File: src/rtl/sprite_motion_ctrl.sv
// sprite_motion_ctrl: per-frame sprite origin update, manual (buttons) or autonomous bounce
//   clk, rst_n (sync, active-low), frame_tick (1-cycle frame pulse)
//   btn_left/right/up/down, auto_en : asynchronous raw levels, double-flopped inside
//   posx, posy : sprite top-left origin, clamped to the visible area
//   edge_hit   : 1-cycle pulse when an auto-mode bounce reflects on either axis
module sprite_motion_ctrl #(
    parameter int SCREEN_W    = 640,
    parameter int SCREEN_H    = 480,
    parameter int SPRITE_SIZE = 64,
    parameter int STEP        = 4,
    parameter int INIT_X      = 288,
    parameter int INIT_Y      = 208
) (
    input  logic       clk,
    input  logic       rst_n,
    input  logic       frame_tick,
    input  logic       btn_left,
    input  logic       btn_right,
    input  logic       btn_up,
    input  logic       btn_down,
    input  logic       auto_en,
    output logic [9:0] posx,
    output logic [9:0] posy,
    output logic       edge_hit
);
    localparam logic signed [10:0] MAX_X  = 11'(SCREEN_W - SPRITE_SIZE);
    localparam logic signed [10:0] MAX_Y  = 11'(SCREEN_H - SPRITE_SIZE);
    localparam logic signed [10:0] STEP_S = 11'(STEP);
    typedef enum logic {MANUAL, AUTO} state_t;
    state_t state, state_n;
    logic [4:0] sync1, sync2;
    logic auto_s, left_s, right_s, up_s, down_s;
    logic dir_x_neg, dir_y_neg;
    logic signed [10:0] sx, sy, nx, ny;
    logic [9:0] cx, cy;
    logic flip_x, flip_y;
    assign {auto_s, left_s, right_s, up_s, down_s} = sync2;
    always_comb begin
        state_n = frame_tick ? (auto_s ? AUTO : MANUAL) : state;
        // the update on a tick follows the rule of the state being entered
        sx = (state_n == AUTO) ? (dir_x_neg ? -STEP_S : STEP_S)
                               : (right_s ? STEP_S : 11'sd0) - (left_s ? STEP_S : 11'sd0);
        sy = (state_n == AUTO) ? (dir_y_neg ? -STEP_S : STEP_S)
                               : (down_s ? STEP_S : 11'sd0) - (up_s ? STEP_S : 11'sd0);
        nx = $signed({1'b0, posx}) + sx;
        ny = $signed({1'b0, posy}) + sy;
        cx = nx[10] ? 10'd0 : (nx > MAX_X ? MAX_X[9:0] : nx[9:0]);
        cy = ny[10] ? 10'd0 : (ny > MAX_Y ? MAX_Y[9:0] : ny[9:0]);
        flip_x = (state_n == AUTO) && (nx[10] || nx > MAX_X);
        flip_y = (state_n == AUTO) && (ny[10] || ny > MAX_Y);
    end
    always_ff @(posedge clk) begin
        if (!rst_n) begin
            sync1     <= '0;
            sync2     <= '0;
            state     <= MANUAL;
            posx      <= 10'(INIT_X);
            posy      <= 10'(INIT_Y);
            dir_x_neg <= 1'b0;
            dir_y_neg <= 1'b0;
            edge_hit  <= 1'b0;
        end else begin
            sync1    <= {auto_en, btn_left, btn_right, btn_up, btn_down};
            sync2    <= sync1;
            state    <= state_n;
            edge_hit <= frame_tick && (flip_x || flip_y);
            if (frame_tick) begin
                posx <= cx;
                posy <= cy;
                // a reflection points the axis back into the screen
                if (flip_x) dir_x_neg <= !nx[10];
                if (flip_y) dir_y_neg <= !ny[10];
            end
        end
    end
endmodule

File: config.mk
export PLATFORM = sky130hd
export DESIGN_NAME = sprite_motion_ctrl
export DESIGN_NICKNAME = d
export VERILOG_FILES = /design/src/rtl/sprite_motion_ctrl.sv
export SDC_FILE = /design/constraint.sdc
export NUM_CORES = 1
export LEC_CHECK = 0
export BUFFER_PORTS_ARGS = -buffer_cell sky130_fd_sc_hd__buf_2
export CELL_PAD_IN_SITES_DETAIL_PLACEMENT = 1
export CELL_PAD_IN_SITES_GLOBAL_PLACEMENT = 1
export CORE_ASPECT_RATIO = 1.75
export CORE_UTILIZATION = 38
export DETAILED_ROUTE_END_ITERATION = 16
export GPL_TIMING_DRIVEN = 1
export PLACE_DENSITY_LB_ADDON = 0.1
export SLEW_MARGIN = 20
export SYNTH_ARGS = -nofsm -noshare
export SYNTH_HDL_FRONTEND = slang
export SYNTH_SLANG_ARGS = --single-unit
export TNS_END_PERCENT = 1
File: constraint.sdc
create_clock -name clk -period 9.1 [get_ports clk]
set_input_delay 0 -clock clk [delete_from_list [all_inputs] [get_ports clk]]
set_output_delay 0 -clock clk [all_outputs]
set_load 0.01 [all_outputs]
==> results of run 1 <==
## cell usage in the layout (no fill, tap or decap), drive strengths merged, types with 2 or more instances in the layout
master and count:
o31a 2, a21o 6, o21a 2, clkbuf 7
inv 12, and2 11, a21boi 2, nor4 2
a211oi 4, dlygate4sd3 5, dfxtp 30, a21oi 10
o31ai 3, mux2 2, a221oi 2, nand2b 2
a32o 3, conb 4, nand2 11, a31oi 2
and3 4, xor2 4, nor2 13, nand3 3
a311o 2, nor3b 3, a211o 2, or3 2
nor2b 5, xnor2 5, mux2i 3, fa 2
nand3b 4, o21ai 14, nor3 5, buf 24
ha 18
## flip-flops by register name (all words and copies together) (netlist names)
signal and cells:
sync2 5, dir_x_neg 1, sync1 5, posy 8, edge_hit 1, dir_y_neg 1, state 1, posx 8
## per-layer routing
| metal | vias to the layer above | global-route usage (%) | share of wire, % |
|---|---|---|---|
| li1 | 849 | - | - |
| met1 | 829 | 18.87 | 38 |
| met2 | 21 | 39.29 | 58 |
| met3 | 9 | 1.997 | 1.6 |
| met4 | 0 | 9.756 | 2.5 |
| met5 | - | 0 | 0 |
## worst max-delay path, cell delays in order (launching register included)
cell and delay [ns]:
dfxtp_1 0.34, nand2_1 0.11, a21boi_4 0.26, mux2i_1 0.43, inv_1 0.25, ha_1 0.39
a21o_1 0.22, a221oi_1 0.36, xnor2_1 0.20, o21ai_0 0.12, o21ai_1 0.27, nor2_1 0.16
a311o_1 0.39
## stage by stage
step           area (um2)  hold slack, ns  util [%]  instances
4_1_cts              2230          0.1359     45.18        302
3_3_place_gp         2088          0.2059     42.32        289
2_1_floorplan        1949          0.1273         -        220
3_5_place_dp         2088          0.2109     42.32        289
5_1_grt              2230          0.1523     45.18        302
6_report             2230          0.1386     45.18        302
## final cells by class
| type | instances | area (um2) | area share [%] |
|---|---|---|---|
| Clock buffer | 7 | 86.33 | 3.872 |
| Inverter | 12 | 45.04 | 2.020 |
| Timing Repair Buffer | 29 | 170.2 | 7.632 |
| Tap cell | 54 | 67.56 | 3.030 |
| Clock inverter | 1 | 5.005 | 0.2245 |
| Multi-Input combinational cell | 169 | 1255 | 56.28 |
| Sequential cell | 30 | 600.6 | 26.94 |
## kinds of logic (layout without fill, tap and decap cells)
kind of cell               Yosys count  after routing  synth area share, %
adders and majority gates           20             20                13.69
and+or+nand+nor                     66             66                19.04
buffers and inverters               21             49                4.842
other                                1              4               0.1935
AOI/OAI and AO/OA                   65             65                24.08
xor gates and xnor gates             9              9                4.067
muxes                                5              5                3.099
DFF                                 30             30                30.99
## power by group
part / internal [uW] / total (uW) / switching [uW]
logic: 39.8 / 92.3 / 52.5
registers: 140 / 146 / 6.15
clock network: 60.9 / 109 / 47.9
## final timing paths
kind	start	to	cells past startpoint
setup / recovery	sync2[4]	posy[4]	12
hold / removal	frame_tick	posx[2]	3
setup reg to reg	sync2[4]	posy[4]	12
hold reg to reg	sync1[0]	sync2[0]	1
==> summary.md, run 1 <==
| Metric | Value |
|---|---|
| Status | complete, no violations |
| Vias in the first global route | around 1,800 |
| # DRC | 0 |
| Finish-stage setup viols | 0 |
| Initial antenna violation count | 0 |
| Setup_tns | 0 ns |
| Max Slew Vio Count | 0 |
| Post-synth top cells | dfxtp_1, ha_1, nor2_1, nand2_1, o21ai_0 |
| Maximum VDD drop | 0.0001406 V |
| R2R setup slack | approximately 5.5 ns |
| CP Capture Type | register |
| Worst clock skew | between 0.003 and 0.004 ns |
| Clock buffer depth | 2 |
| Vias/cell | about 5.7 |
| Minimum clock period | around 3.6 ns |
| Final worst slack | between 5 and 6 ns |
| Ranking of synthesized cells by area | dfxtp_1, ha_1, and2_1 |
| Worst setup SP type | register |
| CTS Sinks | 30 |
| Placer Congestion | just under 0.8 |
| Avg Cell Area, Syn | approximately 8.9 um2 |
| Clk Tree Root Cell | clkbuf_8 |
| Critical-path maximum fanout | 7 |
| Number of synthesized register bits | 30 |
| N_diodes | 0 |
| Antenna-violating nets left | 0 |
| RSZ-0062 raised after global routing | no |
| Total of max-cap violations | 0 |
| Post-synth EDFFs | 0 |
| Worst-path clk slew | 0.06 ns |
| Detailed placement HPWL | ~3.9 mm |
| Total GRT Usage | roughly a fifth |
| Post-synth top flop | dfxtp_1 |
| # rows | 34 |
| Top cell type's share of synthesized area | ~31% |
| Most frequent cell after synthesis | dfxtp_1 |
| Worst-margin pin slew | about 0.5 ns |
| Cell area after synthesis | 1938 um2 |
| Slew HR | between 60% and 70% |
| Cells after Synth | 217 |
| Share of layout cells above drive strength 1 | around 17% |
| Pin count of the biggest net entering global routing | 20 |
| Per-cell routed wire length | roughly 16 um |
| Setup Fix Bufs, Post-CTS | 0 |
| Final #Nets | 275 |
| Number of port buffers | 24 |
| Skew-Pair Late Insertion Delay | about 0.27 ns |
| Top cell type by total area after synthesis | dfxtp_1 |
| Final count of hold timing violations | 0 |
| Die area | approximately 5400 um2 |
| Count of cell types in the netlist | 54 |
| Htree depth | 2 |
| WP data arrival | roughly 3.8 ns |
| Fmax | between 0.2 and 0.3 GHz |
| Hold_buf cts | 5 |
| Vias | approximately 1,700 |
| Async SR Flop Fraction | 0% |
| Req. time, crit path | 9.26 ns |
| DR iter-0 viols | 32 |
| Tot Pwr | approximately 350 uW |
| Hold Path Class | input port to register |
| TritonCTS clock tree | done |
| Total gr overflow | 0 |
| WS Path Type | register to register |
| Final wirelength | a little under 5 mm |
| First-pass GRT wire length | 8.155 mm |
| Register area share after synthesis | a little under a third |
| PwrDens | between 150 and 200 nW/um2 |
| DRT Pass-1 Iters | 3 |
| Pleak | ~0.0010 uW |
| Total CTS buffers | 5 |
| Io pins | 29 |
| Core area | 4935 um2 |
| DP Worst Slack | 5.377 ns |
| Initial core utilization | between 30% and 40% |
| Die height | about 96 um |
| P&R area growth vs syn | 15.04% |
| Die width | about 56 um |
| Final Cycle Share | 39.89% |
| Post_cts resized | 0 |
| FILL cells | approximately 600 |
| Yosys Warn Count | 0 |
(Power assumes the default switching activity.)
==> inputs of run 2 (changes only) <==
clock period = 3.59 ns   (was 9.1 ns; I/O delays follow)
==> summary.md, run 2 (same netlist as run 1, synthesis figures left out) <==
| Metric | Value |
|---|---|
| Pleak | 0.001034 uW (+1.3%) |
| Most common library cell in the layout ignoring fill and taps | dfxtp_1 |
| Status | complete, no violations |
| P&R area growth vs syn | 16.40% |
| Critical-path maximum fanout | 7 (unchanged) |
| Share of layout cells above drive strength 1 | 17.93% (+1.4 points) |
| WS Path Type | register to register |
| Fmax | 0.2994 GHz (+8.7%) |
| Io pins | 29 (unchanged) |
| Final count of hold timing violations | 0 (unchanged) |
| First-pass GRT wire length | 8.487 mm (+4.1%) |
| Total gr overflow | 0 (unchanged) |
| Non-Filler Instances | 305 (+0.99%) |
| P_int | 611.8 uW (+150%) |
| Total CTS buffers | 5 (unchanged) |
| Fin util | 45.72% (+0.53 points) |
| Die height | 96.48 um (unchanged) |
| Largest regs | posx (8), posy (8) |
| Maximum VDD drop | 0.0002569 V (+83%) |
| Final wirelength | 4.953 mm (+1.2%) |
| Htree depth | 2 (unchanged) |
| Combinational share of power | 26.6% (about the same) |
| Vias | 1,717 (+0.53%) |
| Finish-stage setup viols | 0 (unchanged) |
| Psw | 287.7 uW (+170%) |
| CP Capture Type | register |
| Final #Nets | 278 (+1.1%) |
| Post_cts resized | 0 (unchanged) |
| RSZ-0062 raised after global routing | no |
| Most frequent cells in the layout | dfxtp_1, buf_2, ha_1 |
| Clk Tree Root Cell | clkbuf_8 |
| Worst setup SP type | register |
| Hold Path Class | input port to register |
| Detailed placement HPWL | 3.923 mm (about the same) |
| Total of max-cap violations | 0 (unchanged) |
| Clock buffer depth | 2 (unchanged) |
| Core area | 4935 um2 (unchanged) |
| Per-cell routed wire length | 16.24 um (+0.25%) |
| CTS Sinks | 30 (unchanged) |
| Reg power frac | 41.2% (-0.9 points) |
| Inst Count DP | 292 (+1.0%) |
| Req. time, crit path | 3.76 ns (-5.50 ns) |
| Die area | 5401 um2 (unchanged) |
| Vias/cell | 5.630 (-0.46%) |
| WP data arrival | 3.51 ns (-0.28 ns) |
| FILL cells | 591 (-2.0%) |
| DR iter-0 viols | 50 (+56%) |
| Clock network power share | 32.2% (+0.9 points) |
| PwrDens | 398.7 nW/um2 (+160%) |
| Setup_tns | 0 ns (unchanged) |
| Initial antenna violation count | 0 (unchanged) |
| Number of port buffers | 24 (unchanged) |
| Sw Share | 31.98% (+1.3 points) |
| TritonCTS clock tree | done |
| Setup Fix Bufs, Post-CTS | 0 (unchanged) |
| Minimum clock period | 3.340 ns (-0.2896 ns) |
| # rows | 34 (unchanged) |
| Hold_buf cts | 5 (unchanged) |
| Die width | 55.99 um (unchanged) |
| Initial core utilization | 39.27% (unchanged) |
| Max Slew Vio Count | 0 (unchanged) |
| Vias in the first global route | 1,826 (+3.9%) |
| N_diodes | 0 (unchanged) |
| Worst clock skew | 0.004065 ns (+0.0006090 ns) |
| Skew-Pair Late Insertion Delay | 0.28 ns (about the same) |
| Pin count of the biggest net entering global routing | 20 (unchanged) |
| Placer Congestion | 0.7772 (-1.1%) |
| # DRC | 0 (unchanged) |
| Final Cycle Share | 93.05% (+53 points) |
| DRT Pass-1 Iters | 6 (+3) |
| Antenna-violating nets left | 0 (unchanged) |
| Worst-path clk slew | 0.07 ns (about the same) |
| Total GRT Usage | 20.30% (+0.99 points) |
==> run 2: power by group through the flow <==
stage,registers [uW],clock network (uW),logic [uW]
detailed placement,379,0,234
finish,371,290,239
global placement,378,0,232
global route,374,314,266
CTS,371,301,240
floorplan,382,0,166
==> run 2: cell type report <==
cell class	instances	area [um2]	share of cell area [%]
clock buffers	6	82.58	3.661
clock inverters	2	12.51	0.5546
inverters	12	45.04	1.997
multi-input cells	169	1255	55.63
flip-flops and latches	30	600.6	26.62
well taps	54	67.56	2.995
repair buffers	32	192.7	8.541
==> run 2: worst paths after layout <==
path                               start        to  cells after the start  slack [ns]
worst max register to register  sync2[4]   posy[4]                     12        0.25
worst min register to register  sync1[0]  sync2[0]                      1        0.44
worst min-delay path               rst_n   posx[2]                      3        0.14
worst max-delay path            sync2[4]   posy[4]                     12        0.25
==> run 2: worst max-delay path: stages (launching register included) <==
cell and delay [ns]:
dfxtp_1 0.34, nand2_1 0.12, a21boi_4 0.26, mux2i_1 0.26
inv_1 0.19, ha_1 0.40, a21o_1 0.22, a221oi_1 0.32
xnor2_1 0.18, o21ai_0 0.11, o21ai_1 0.28, nor2_1 0.17
a311o_1 0.37
==> run 2: routing by layer <==
layer | track usage, % | vias up | wire [um]
met4 | 8.333 | 0 | 72
met2 | 41.67 | 20 | 2897
met1 | 20.13 | 845 | 1908
met3 | 2.397 | 6 | 74
li1 | - | 846 | -
met5 | 0 | - | 0
==> run 2: per-stage QoR <==
stage	cell area (um2)	hold WS, ns	total power [uW]	worst slack [ns]
final	2256	0.1362	899.5	0.2496
after floorplan	1949	0.1273	547.8	0.5119
after CTS	2256	0.1289	912.4	0.2463
after global placement	2111	0.2044	609.9	0.2895
after detailed placement	2111	0.2105	613.0	0.2674
after global routing	2256	0.1534	954.0	0.06082
